--- src/rtl/dot_layer_seq_pkg.sv ---
// rtl/dot_layer_seq_pkg.sv - shared state encoding and widths for the dot-layer sequencer
package dot_layer_seq_pkg;

    localparam int CS_W = 4;

    typedef enum logic [2:0] {
        ST_IDLE   = 3'd0,
        ST_ACCEPT = 3'd1,
        ST_RUN    = 3'd2,
        ST_WAIT_V = 3'd3,
        ST_CAP    = 3'd4,
        ST_OUT    = 3'd5
    } state_e;

    function automatic int timer_width(input int timeout);
        return $clog2(timeout) + 1;
    endfunction

endpackage

--- src/rtl/dot_layer_seq_timer.sv ---
// rtl/dot_layer_seq_timer.sv - loadable down-counter with expire flag for the WAIT_V timeout
module dot_seq_timer #(
    parameter int W = 7
) (
    input  logic         clk,
    input  logic         rst,
    input  logic         ld_i,
    input  logic [W-1:0] ld_val_i,
    input  logic         en_i,
    output logic         expired_o
);

    logic [W-1:0] cnt_q;
    logic [W-1:0] cnt_d;

    always_comb begin
        cnt_d = cnt_q;
        if (ld_i) begin
            cnt_d = ld_val_i;
        end else if (en_i && (cnt_q != '0)) begin
            cnt_d = cnt_q - 1'b1;
        end
    end

    always_ff @(posedge clk or posedge rst) begin
        if (rst) begin
            cnt_q <= '0;
        end else begin
            cnt_q <= cnt_d;
        end
    end

    assign expired_o = (cnt_q == '0);

endmodule

--- src/rtl/dot_layer_seq.sv ---
// rtl/dot_layer_seq.sv - per-pixel load/cs sequencer for one layer of dot channels
module dot_layer_seq
    import dot_layer_seq_pkg::*;
#(
    parameter int N_PIX   = 196,
    parameter int CS_LAST = 11,
    parameter int N_CH    = 16,
    parameter int TIMEOUT = 64
) (
    input  logic             clk,
    input  logic             rst,
    input  logic             start,
    input  logic             in_valid,
    output logic             in_ready,
    output logic             load,
    output logic [CS_W-1:0]  cs,
    input  logic [N_CH-1:0]  ch_valid,
    output logic             cap,
    output logic             out_valid,
    input  logic             out_ready,
    output logic [15:0]      pix_idx,
    output logic             busy,
    output logic             done,
    output logic             err
);

    localparam int TMR_W = timer_width(TIMEOUT);

    state_e          state_q, state_d;
    logic [CS_W-1:0] cs_q, cs_d;
    logic [15:0]     pix_q, pix_d;
    logic            err_q, err_d;
    logic            done_q, done_d;
    logic            tmr_ld, tmr_en, tmr_expired;
    logic            cs_at_last, last_pix, all_valid;

    assign cs_at_last = (cs_q == CS_W'(CS_LAST));
    assign last_pix   = (pix_q == 16'(N_PIX - 1));
    assign all_valid  = &ch_valid;
    // Timer is armed on the RUN->WAIT_V edge so WAIT_V cycle k sees TIMEOUT-1-k.
    assign tmr_ld     = (state_q == ST_RUN) && cs_at_last;
    assign tmr_en     = (state_q == ST_WAIT_V);

    dot_seq_timer #(
        .W(TMR_W)
    ) u_timer (
        .clk       (clk),
        .rst       (rst),
        .ld_i      (tmr_ld),
        .ld_val_i  (TMR_W'(TIMEOUT - 1)),
        .en_i      (tmr_en),
        .expired_o (tmr_expired)
    );

    always_ff @(posedge clk or posedge rst) begin
        if (rst) begin
            state_q <= ST_IDLE;
            cs_q    <= '0;
            pix_q   <= '0;
            err_q   <= 1'b0;
            done_q  <= 1'b0;
        end else begin
            state_q <= state_d;
            cs_q    <= cs_d;
            pix_q   <= pix_d;
            err_q   <= err_d;
            done_q  <= done_d;
        end
    end

    always_comb begin
        state_d = state_q;
        cs_d    = cs_q;
        pix_d   = pix_q;
        err_d   = err_q;
        done_d  = 1'b0;
        case (state_q)
            ST_IDLE: begin
                if (start) begin
                    state_d = ST_ACCEPT;
                    pix_d   = '0;
                    err_d   = 1'b0;
                end
            end
            ST_ACCEPT: begin
                if (in_valid) begin
                    state_d = ST_RUN;
                    cs_d    = '0;
                end
            end
            ST_RUN: begin
                if (cs_at_last) begin
                    state_d = ST_WAIT_V;
                end else begin
                    cs_d = cs_q + 1'b1;
                end
            end
            ST_WAIT_V: begin
                // A full valid on the expiry cycle still counts as a good result.
                if (all_valid) begin
                    state_d = ST_CAP;
                    cs_d    = '0;
                end else if (tmr_expired) begin
                    state_d = ST_CAP;
                    cs_d    = '0;
                    err_d   = 1'b1;
                end
            end
            ST_CAP: begin
                state_d = ST_OUT;
            end
            ST_OUT: begin
                if (out_ready) begin
                    if (last_pix) begin
                        state_d = ST_IDLE;
                        done_d  = 1'b1;
                    end else begin
                        state_d = ST_ACCEPT;
                        pix_d   = pix_q + 16'd1;
                    end
                end
            end
            default: begin
                state_d = ST_IDLE;
            end
        endcase
    end

    always_comb begin
        in_ready  = (state_q == ST_ACCEPT);
        load      = (state_q == ST_RUN) || (state_q == ST_WAIT_V);
        cap       = (state_q == ST_CAP);
        out_valid = (state_q == ST_OUT);
        busy      = (state_q != ST_IDLE);
        cs        = cs_q;
        pix_idx   = pix_q;
        err       = err_q;
        done      = done_q;
    end

endmodule

--- config.mk ---
export PLATFORM = sky130hd
export DESIGN_NAME = dot_layer_seq
export DESIGN_NICKNAME = d
export VERILOG_FILES = /design/src/rtl/dot_layer_seq_pkg.sv /design/src/rtl/dot_layer_seq_timer.sv /design/src/rtl/dot_layer_seq.sv
export SDC_FILE = /design/constraint.sdc
export NUM_CORES = 1
export LEC_CHECK = 0
export CORE_MARGIN = 5
export CORE_UTILIZATION = 65
export CTS_BUF_LIST = sky130_fd_sc_hd__clkbuf_4 sky130_fd_sc_hd__clkbuf_8
export CTS_CLUSTER_SIZE = 28
export DETAILED_ROUTE_END_ITERATION = 7
export DONT_BUFFER_PORTS = 1
export PLACE_DENSITY = 0.8
export SYNTH_ARGS = -nofsm -noshare
export SYNTH_HDL_FRONTEND = slang
export SYNTH_HIERARCHICAL = 1
export SYNTH_SLANG_ARGS = --single-unit
--- constraint.sdc ---
create_clock -name clk -period 4.8 [get_ports clk]
set_input_delay 0.96 -clock clk [delete_from_list [all_inputs] [get_ports clk]]
set_output_delay 0.96 -clock clk [all_outputs]
set_load 0.02 [all_outputs]
==> results.txt <==
----------------------------------------------------
[Global routing]
  Via count of the first global-routing pass ... ~1,700
  Number of antenna violations at the first check in global routing ... 0
  Global-route wire length before repair ... between 7000 and 8000 um
  Remaining Overflow, GRT ... 0
  Maximum number of pins on one net before global-route repair ... 26
  Global-route usage over all layers ... 23.75%

[Routing]
  Antenna violation net count after detailed routing ... 0
  Number of detailed-route iterations in the first pass ... 4
  DRT iter0 DRCs ... 170
  Routed wirelength normalized by instance count ... 17.82 um
  Vias per Instance ... 6.664
  Post-route DRC violation count ... 0
  Total wirelength of the detailed-routed design ... 4669 um
  Via Count ... between 1,500 and 2,000

[Timing]
  Slew @ Worst Pin ... 0.9764 ns
  Final setup TNS ... 0 ns
  Max_slew headroom ... 34.77%
  Max Freq ... 0.3611 GHz
  Maximum clock skew at final layout ... 0.008570 ns
  Least setup slack across all paths after layout ... 2.031 ns
  Setup-failing EPs final ... 0
  Final Max Tran Viols ... 0
  Unrepaired setup endpoints after global routing ... false
  Final count of hold timing violations ... 0
  Crit path time final ... roughly 2.8 ns
  Share of the clock period used by the worst path after layout ... 57.69%

[Power and ir drop]
  Pwr/cell area ... ~450 nW/um2
  Leakage power ... 0.0008445 uW
  Relative contribution of the clock network to total power ... 22.2%
  Switch Pwr ... 390.0 uW
  Cell Int Power ... approximately 560 uW
  Proportion of total power due to net switching ... 41.07%
  Combinational share of power ... about a third
  Overall power consumption ... 949.6 uW
  VDD IR max ... 360.4 uV
  Relative contribution of sequential cells to total power ... 45.4%

[Synthesis]
  Most instantiated cells after synthesis ... 32 x sky130_fd_sc_hd__dfrtp_1, 16 x sky130_fd_sc_hd__nand2_1, 14 x sky130_fd_sc_hd__inv_1
  Share of Yosys cell area claimed by the top area cell type ... approximately two fifths
  Average cell area after synthesis ... 8.976 um2
  Post-synthesis sequential element count ... 32
  Most used standard cell by instance count after synthesis ... sky130_fd_sc_hd__dfrtp_1
  Share of synthesized area occupied by flip-flops and latches ... 39.83%
  Post-synthesis cell type count ... 57
  Most common flop cell mapped by yosys ... sky130_fd_sc_hd__dfrtp_1
  Netlist area before placement ... 2011 um2
  Cells taking the most area after synthesis ... sky130_fd_sc_hd__dfrtp_1 40%, sky130_fd_sc_hd__a21oi_1 3.2%, sky130_fd_sc_hd__nand2_1 3.0%, sky130_fd_sc_hd__o211ai_1 3.0%, sky130_fd_sc_hd__inv_1 2.6%
  FFs w/ async S/R, synth ... 100.0%
  Number of instances in the synthesized netlist ... 224
  Number of enable flip-flop cells after synthesis ... 0
  Library cell with the largest summed area after synthesis ... sky130_fd_sc_hd__dfrtp_1
  Number of warnings reported in the yosys synthesis log ... 6

[Clocking]
  TritonCTS Buffers ... 5
  Number of buffers between clock root and the deepest sink ... 2
  Clock Pin Slew Worst Setup and Hold Paths ... 0.10 ns
  Post-CTS Setup Inserts ... 0
  Total number of clock tree sinks ... 32
  H-tree depth reported by CTS ... 2
  Clock tree from TritonCTS ... built
  Clock latency at the later pin of the worst-skew pair ... 0.34 ns
  Count of instances resized after the clock tree is built ... 0
  Clock root buffer ... sky130_fd_sc_hd__clkbuf_4
  CTS Hold Bufs ... 0

[Placed design]
  Worst slack, placed ... 2.037 ns
  # port buffers ... 0
  Final Wtd Congestion ... 0.8815
  Count of placed standard cells including taps ... ~250
  Post-DP HPWL ... 3542 um

[Final layout]
  Post-synthesis to final-layout area growth ... 5.103%
  Post-route insts no fill ... approximately 260
  Proportion of layout cells with a drive suffix above 1 ... 8.297%
  Number of antenna repair diodes ... 0
  Post-Route Utilization ... 70.38%
  Number of nets in the final layout ... 252

[Floorplan]
  Placeable core region ... 3003 um2
  Area of the die ... 4305 um2
  X dimension of the die ... between 60 and 70 um
  Effective utilization at floorplan ... 66.96%
  Core Rows ... 20
  Boundary Pins ... 48
  Die height ... between 60 and 70 um

[Setup path]
  Type of the setup path with the least slack ... reg2reg
  Worst EP arrival ... about 3.0 ns
  Kind of start point of the critical path ... flip-flop
  Endpoint class of the critical path ... flip-flop
  Largest fanout on the critical path ... 18
  Worst endpoint required time ... 5.02 ns

[Min path]
  Class of the worst hold path ... in2async

[Flow run]
  Count of max-cap constraint violations ... 0

[Outcome]
  Status ... finished, final reports clean

----------------------------------------------------
-- registers in the layout, indices dropped and copies added (netlist names) --
signal / flops
done: 1
state_q: 3
err: 1
u_timer/cnt_q: 7
pix_idx: 16
cs: 4
-- critical path, cell delays in order (launching register included) --
cell and delay, ns:
sky130_fd_sc_hd__dfrtp_1 0.59, sky130_fd_sc_hd__nor3b_1 0.66, sky130_fd_sc_hd__nor2b_1 0.86, sky130_fd_sc_hd__and3b_1 0.26, sky130_fd_sc_hd__a41oi_1 0.16, sky130_fd_sc_hd__o211ai_1 0.11
-- power by group through the flow --
stage	clock network, uW	logic [uW]	registers [uW]
CTS	213	307	429
global placement	0	290	426
detailed placement	0	306	435
floorplan	0	279	392
global route	232	343	443
finish	210	308	431
-- through the flow --
stage                     area (um2)  hold WS, ns
final                           2113       0.4292
after global routing            2113       0.4241
after CTS                       2113       0.4311
after detailed placement        2033       0.5833
after global placement          2033       0.5665
after floorplan                 2029       0.5297
-- placed cells by master, fill, tap and decap left out, drive strengths merged, types with 2 or more instances in the layout --
cell type / Yosys / final
dfrtp: 32 / 32
nand2: 16 / 16
inv: 14 / 14
a21oi: 13 / 13
nor2: 13 / 13
o21ai: 10 / 10
nand3: 10 / 10
nand4: 8 / 8
o211ai: 8 / 8
nor4: 7 / 7
nor3b: 7 / 7
conb: 2 / 7
nor3: 6 / 6
clkbuf: 7 / 6
or4: 6 / 6
nor2b: 5 / 5
nand2b: 4 / 4
xor2: 4 / 4
mux2i: 3 / 3
o31ai: 3 / 3
xnor2: 3 / 3
ha: 3 / 3
or3: 3 / 3
a211o: 3 / 3
and4b: 2 / 2
and2: 2 / 2
and3: 2 / 2
or4b: 2 / 2
nand3b: 2 / 2
o41ai: 2 / 2
nor4b: 2 / 2
or2: 2 / 2
-- cell type report --
type                            instances  area [um2]
Inverter                               14       52.55
Clock buffer                            6       45.04
Multi-Input combinational cell        175        1139
Clock inverter                          2       35.03
Tap cell                               33       41.29
Sequential cell                        32       800.8
Fill cell                             244       889.6
-- cells by family after synthesis --
kind of cell	Yosys count	synth area share (%)
other	2	0.3735
muxes	4	2.054
AOI/OAI and AO/OA	50	16.62
buffers and inverters	22	4.480
adders and majority gates	3	1.867
DFF	32	39.83
and+or+nand+nor	104	31.74
xor gates and xnor gates	7	3.049
-- final timing paths --
kind                                              start  cells after the start  slack, ns                           end
max                              state_q[1]$_DFFE_PP0P_                      5       2.03  u_timer/cnt_q[5]$_DFFE_PP0P_
min                                                 rst                      1       0.43  u_timer/cnt_q[4]$_DFFE_PP0P_
max reg2reg                      state_q[1]$_DFFE_PP0P_                      5       2.03  u_timer/cnt_q[5]$_DFFE_PP0P_
min reg2reg                u_timer/cnt_q[6]$_DFFE_PP0P_                      2       0.60  u_timer/cnt_q[6]$_DFFE_PP0P_
max in group asynchronous                           rst                      1       3.50             cs[1]$_DFFE_PP0P_
min in group clk           u_timer/cnt_q[6]$_DFFE_PP0P_                      2       0.60  u_timer/cnt_q[6]$_DFFE_PP0P_
-- layer usage --
metal	routed length (um)	GRT usage, %	vias to the layer above
li1	-	-	839
met1	2004	30.63	823
met2	2201	36.92	77
met3	414	7.692	7
met4	49	9.067	0
met5	0	0	-
(Power assumes the default switching activity.)
